File: src/rtl/dmem_arbiter.sv
// Two-requester data-memory arbiter: round-robin ties, lock-based ownership.
// Ports: req/we/lock/addr/wdata per requester in, gnt/rvalid/rdata out, mem_* to memory.
module dmem_arbiter #(
  parameter int ADDR_W = 8,
  parameter int DATA_W = 32
) (
  input  logic              clk,
  input  logic              rst,
  input  logic              req0,
  input  logic              req1,
  input  logic              we0,
  input  logic              we1,
  input  logic              lock0,
  input  logic              lock1,
  input  logic [ADDR_W-1:0] addr0,
  input  logic [ADDR_W-1:0] addr1,
  input  logic [DATA_W-1:0] wdata0,
  input  logic [DATA_W-1:0] wdata1,
  output logic              gnt0,
  output logic              gnt1,
  output logic              rvalid0,
  output logic              rvalid1,
  output logic [DATA_W-1:0] rdata0,
  output logic [DATA_W-1:0] rdata1,
  output logic              mem_write,
  output logic              mem_read,
  output logic [ADDR_W-1:0] mem_addr,
  output logic [DATA_W-1:0] mem_wdata,
  input  logic [DATA_W-1:0] mem_rdata
);

  localparam logic [1:0] IDLE = 2'd0;
  localparam logic [1:0] OWN0 = 2'd1;
  localparam logic [1:0] OWN1 = 2'd2;

  logic [1:0] state;
  logic [1:0] state_nx;
  // 1 means requester 1 was granted last, so 0 wins the next tie
  logic       last_gnt;

  always_comb begin
    gnt0 = 1'b0;
    gnt1 = 1'b0;
    if (!rst) begin
      case (state)
        OWN0: gnt0 = req0;
        OWN1: gnt1 = req1;
        default: begin
          if (req0 && req1) begin
            gnt0 = last_gnt;
            gnt1 = !last_gnt;
          end else begin
            gnt0 = req0;
            gnt1 = req1;
          end
        end
      endcase
    end
  end

  // ownership exits one cycle after lock drops
  always_comb begin
    state_nx = IDLE;
    case (state)
      OWN0: state_nx = lock0 ? OWN0 : IDLE;
      OWN1: state_nx = lock1 ? OWN1 : IDLE;
      default: begin
        if (gnt0 && lock0)
          state_nx = OWN0;
        else if (gnt1 && lock1)
          state_nx = OWN1;
        else
          state_nx = IDLE;
      end
    endcase
  end

  always_comb begin
    mem_write = 1'b0;
    mem_read  = 1'b0;
    mem_addr  = '0;
    mem_wdata = '0;
    unique case (1'b1)
      gnt0: begin
        mem_write = we0;
        mem_read  = !we0;
        mem_addr  = addr0;
        mem_wdata = wdata0;
      end
      gnt1: begin
        mem_write = we1;
        mem_read  = !we1;
        mem_addr  = addr1;
        mem_wdata = wdata1;
      end
      default: ;
    endcase
  end

  always_ff @(posedge clk or posedge rst) begin
    if (rst) begin
      state    <= IDLE;
      last_gnt <= 1'b1;
      rvalid0  <= 1'b0;
      rvalid1  <= 1'b0;
    end else begin
      state   <= state_nx;
      rvalid0 <= gnt0 && !we0;
      rvalid1 <= gnt1 && !we1;
      if (gnt0)
        last_gnt <= 1'b0;
      else if (gnt1)
        last_gnt <= 1'b1;
    end
  end

  assign rdata0 = mem_rdata;
  assign rdata1 = mem_rdata;

endmodule

File: config.mk
export PLATFORM = sky130hd
export DESIGN_NAME = dmem_arbiter
export DESIGN_NICKNAME = d
export VERILOG_FILES = /design/src/rtl/dmem_arbiter.sv
export SDC_FILE = /design/constraint.sdc
export NUM_CORES = 1
export LEC_CHECK = 0
export CAP_MARGIN = 10
export CORE_AREA = 2 2 88 90
export CTS_CLUSTER_DIAMETER = 80
export CTS_CLUSTER_SIZE = 20
export DETAILED_ROUTE_END_ITERATION = 10
export DIE_AREA = 0 0 90 92
export PLACE_DENSITY = 0.75
export SLEW_MARGIN = 40
export SYNTH_ARGS = -nofsm -noshare
export SYNTH_HDL_FRONTEND = slang
export SYNTH_SLANG_ARGS = --single-unit
File: constraint.sdc
create_clock -name clk -period 1.9 [get_ports clk]
set_input_delay 0.19 -clock clk [delete_from_list [all_inputs] [get_ports clk]]
set_output_delay 0.19 -clock clk [all_outputs]
set_load 0.005 [all_outputs]
Word level (Yosys, flattened, before mapping). Index checks and enable logic that the tools add are counted.

Register bits: 5. Word-level logic and storage cells: 32. Bits of input ports: 120.

Reduce and logical (&&, ||, !) cells: 9. Equality and inequality tests: 2. Muxes and demuxes: 17.

Operators by type and width (count): one-hot mux 32 bit (2 select lines) (1); one-hot mux 8 bit (2 select lines) (1); one-hot mux 1 bit (2 select lines) (4); 2-to-1 mux 1 bit (7); 2-to-1 mux 2 bit (3); logical AND 1 bit (5); one-hot mux 2 bit (2 select lines) (1); zero test 1 bit (3); == test 2 x 1 -> 1 bit (second input constant) (1); == test 2 bit (second input constant) (1); nonzero test 2 bit (1).

Depth between registers and ports, before layout.
Word-level depth: 8. Depth in mapped cells: 7. Gate-level depth less buffers: 5.

Worst setup path after synthesis. Ideal clock, no wire load.

Path kind: reg2out. Start point: reg state[0]. End point: out mem_wdata[25]. Stages on the path, launching flop included: 7. Required time: 1710 ps. Setup slack: 249 ps. Data arrival time: 1461 ps. Cells stage by stage: dfrtp_1 inv_1 ha_1 o2111a_1 buf_6 buf_6 a22o_1.

Longest elaborated chain between the ends: 4.

Ends and longest elaborated chain: start: declaration (line 36) `logic [1:0] state;`; start signal: assignment (line 107) `state <= state_nx;`; == test 2 bit or == test 2 x 1 -> 1 bit (tied branches) (line 45) `case (state)`; one-hot mux 1 bit (2 select lines) * (line 45); 2-to-1 mux 1 bit * (line 44) `if (!rst) begin`; net gnt0 (line 19) `output logic gnt0,`; one-hot mux 32 bit (2 select lines) * (line 83) `unique case (1'b1)`; end: declaration (line 28) `output logic [DATA_W-1:0] mem_wdata,`.

The timed path passes the listed nets; every way through them passes the cells marked *.

Final worst setup path.
Start point: reg state[0]. End point: out mem_wdata[6].

Longest elaborated chain between the ends: 4.

Ends and longest elaborated chain (line): == test 2 bit or == test 2 x 1 -> 1 bit (tied branches) (45); one-hot mux 1 bit (2 select lines) (45); 2-to-1 mux 1 bit (44); one-hot mux 32 bit (2 select lines) * (83).

Every way passes the cells marked *; elsewhere a longest branch is shown, timed or not.

==> flow_metrics.tcl <==
set metrics [dict create \
    violations "negative setup slack" \
    synth_seq_cells 5 \
    synth_fa_ha_area_share_pct 2.08 \
    vias_per_cell 4.07 \
    synth_nets 266 \
    p_seq_share_pct 13.0 \
    grt-ovfl-total 0 \
    cpMostUsedCell "buf_6" \
    comb_power_share_pct 67.2 \
    slowest_delay_ns 0.37 \
    synth-compound-area-share_pct 34.4 \
    p_leak_nw 1.03 \
    power_density_nw_per_um2 420 \
    pre_cts_ws_ns -0.337 \
    cts_tree "yes" \
    synth_top_family_by_area "buffers and inverters" \
    chipHeight_um 92 \
    maxSlewViolCount 0 \
    clock_skew_ns 0.00111 \
    ys_top_cells_by_area "buf_4 (40%), a22o_1 (31%), dfrtp_1 (8.3%)" \
    rsz0062_at_grt "yes" \
    vdd_ir_drop_max_mv 0.136 \
    place_area_um2 2180 \
    ioPinCount 230 \
    fin_nets 352 \
    first_pass_iters 4 \
    layout_setup_ws_ns -0.197 \
    row_count 32 \
    min_path_type "in -> async" \
    end_kind "output pin" \
    p_sw_share_pct 28.4 \
    syn_area_um2 1200 \
    cts_buffers 3 \
    worst_slew_pin_slew_ns 0.263 \
    finalInstanceArea_um2 2290 \
    synth_area_per_cell_um2 8.36 \
    finalCritPeriodShare_pct 110 \
    dieWidth_um 90 \
    ys_warn_count 0 \
    drc 0 \
    yosys.area.top_type_share_pct 39.9 \
    clk_path_buf_depth 2 \
    period_needed_ns 2.10 \
    pwr-share-clk_pct 19.8 \
    post-dp-hpwl_um 4100 \
    clock_sinks 5 \
    h-tree-depth 1 \
    vias 1347 \
    fin_util_pct 30.8 \
    io_buffer_count 133 \
    grt_use_total_pct 12.5 \
    fill_cells 799 \
    grt_pass1_vias 1498 \
    synthXorXnorAreaFrac_pct 0 \
    core_um2 7450 \
    register_area_um2 126 \
    initial_core_util_pct 16.2 \
    drive_gt1_share_pct 32.8 \
    clock_latency_ns 0.22 \
    final_antenna_net_count 0 \
    outcome "finished with violations" \
    synthSimpleGateAreaFrac_pct 4.47 \
    setup_viol 42 \
    slew_headroom_pct 82.5 \
    fmax_mhz 477 \
    yosysUniqueCellTypes 21 \
    grt_max_degree 16 \
    wirelength_um 5720 \
    root_buffer "clkbuf_8" \
    synthToLayoutAreaGrowth_pct 90.4 \
    cp_max_fo 7 \
    synth_seq_area_share_pct 10.5 \
    drt_iter0_drc 18 \
    stdcell_count 331 \
    path_class "reg -> out" \
    worstPathCellList "inv_2 -> ha_4 -> buf_6 -> buf_6 -> o211a_4 -> clkbuf_16 -> a22o_1 -> clkbuf_2" \
    crit_required_ns 1.71 \
    crit_path_start_kind "register" \
    multi_input_area_um2 517 \
    grt_pass1_wl_um 8110 \
    gp_congestion 0.796 \
    cp_data_arrival_time_ns 1.91 \
    synth_area_leader_cell "buf_4" \
    wl_per_cell_um 17.3 \
    diodes 0 \
    switching_power_mw 0.274 \
    die-area_um2 8280 \
    clk_transition_reported_paths_ns 0.03 \
    slowest_stage "dfrtp_1" \
    p_int_mw 0.690 \
    maxCapViolCount 0 \
    synth_cells 144 \
    dp.cells 312 \
    antenna_found_initial 0 \
    hold_viol 0 \
    hold-worst-slack_ns 0.321 \
    synth.mux.area_fraction_pct 0 \
]
-- per-stage QoR --
step | TNS, ns | power [mW]
6_report | -6.61 | 0.963
5_1_grt | -9.33 | 1.03
4_1_cts | -8.68 | 0.985
3_5_place_dp | -12.62 | 0.725
3_3_place_gp | -10.98 | 0.715
2_1_floorplan | 0 | 0.430
-- flip-flops by register name (all words and copies together) (netlist names) --
name	flops
rvalid0	1
state	2
rvalid1	1
last_gnt	1
-- worst paths after layout --
check                                  start            to  slack (ns)  cells after the start
worst max-delay path                state[0]  mem_wdata[6]       -0.20                      8
worst min-delay path                     rst       rvalid0        0.32                      3
worst max register to register      state[0]      state[0]        0.23                      7
worst min register to register      last_gnt      last_gnt        0.61                      3
max in group asynchronous                rst      last_gnt        1.39                      3
min in group clk                mem_rdata[1]     rdata0[1]        0.38                      0
-- routing by layer --
layer / global-route usage [%] / share of wire (%) / routed length, um / vias to the layer above
met4: 5.00 / 2.2 / 125 / 0
met1: 11.8 / 34 / 1970 / 619
met5: 0 / 0 / 0 / -
met3: 3.70 / 8.3 / 473 / 19
met2: 25.1 / 55 / 3150 / 82
li1: - / - / - / 627
-- worst max-delay path: cells and delay by family, from the launching register on --
kind | cells | cell delay, ns
DFF | 1 | 0.37
buffers and inverters | 5 | 0.60
adders and majority gates | 1 | 0.21
AOI/OAI and AO/OA | 2 | 0.51
-- logic make-up after synthesis --
kind of cell	count (synthesis)
buffers and inverters	80
AND/OR/NAND/NOR	9
flip-flops	5
adder cells (fa/ha/maj)	2
AO/OA/AOI/OAI	48
-- repair_timing --
action	CTS	global route
endpoints found under the hold margin	0	0
pin swaps	4	5
gates resized for setup	138	30
endpoints found under the setup margin	44	43
setup buffers	7	2
cloned	5	2
hold buffers	0	0
-- area by class of cell --
class                      instances  share of cell area (%)
clock buffer                       4                    1.97
inverter                           6                   0.983
multi-input combinational         59                    22.5
sequential                         5                    5.51
tap                              102                    5.57
timing repair buffer             155                    63.4
-- placed cells by master (no fill, tap or decap), types with 2 or more instances in the layout --
cell type	instances
nand3_1	2
buf_8	2
buf_2	16
inv_1	5
buf_12	2
clkbuf_8	3
a22o_1	42
buf_16	4
clkbuf_16	2
buf_4	6
buf_6	6
and2_1	2
clkbuf_2	28
dfrtp_1	4
clkdlybuf4s50_1	89
-- Yosys cell counts --
master	number
and2b_1	1
buf_2	5
nand3b_1	1
ha_1	2
a21boi_0	1
o2111a_1	1
inv_1	6
nand2_1	1
nand2b_1	1
dfstp_2	1
dfrtp_1	4
buf_6	5
o211a_1	1
nand3_1	2
and2_1	2
o21ai_0	1
a22o_1	42
o21a_1	1
buf_4	64
nor2b_1	1
a21oi_1	1
-- power groups by stage --
stage                     sequential, mW  combinational (mW)  clock [mW]
final                              0.125               0.648       0.191
after global routing               0.126               0.691       0.210
after CTS                          0.126               0.660       0.199
after detailed placement           0.126               0.599           0
after global placement             0.126               0.589           0
after floorplan                    0.127               0.303           0
(Power assumes the default switching activity.)
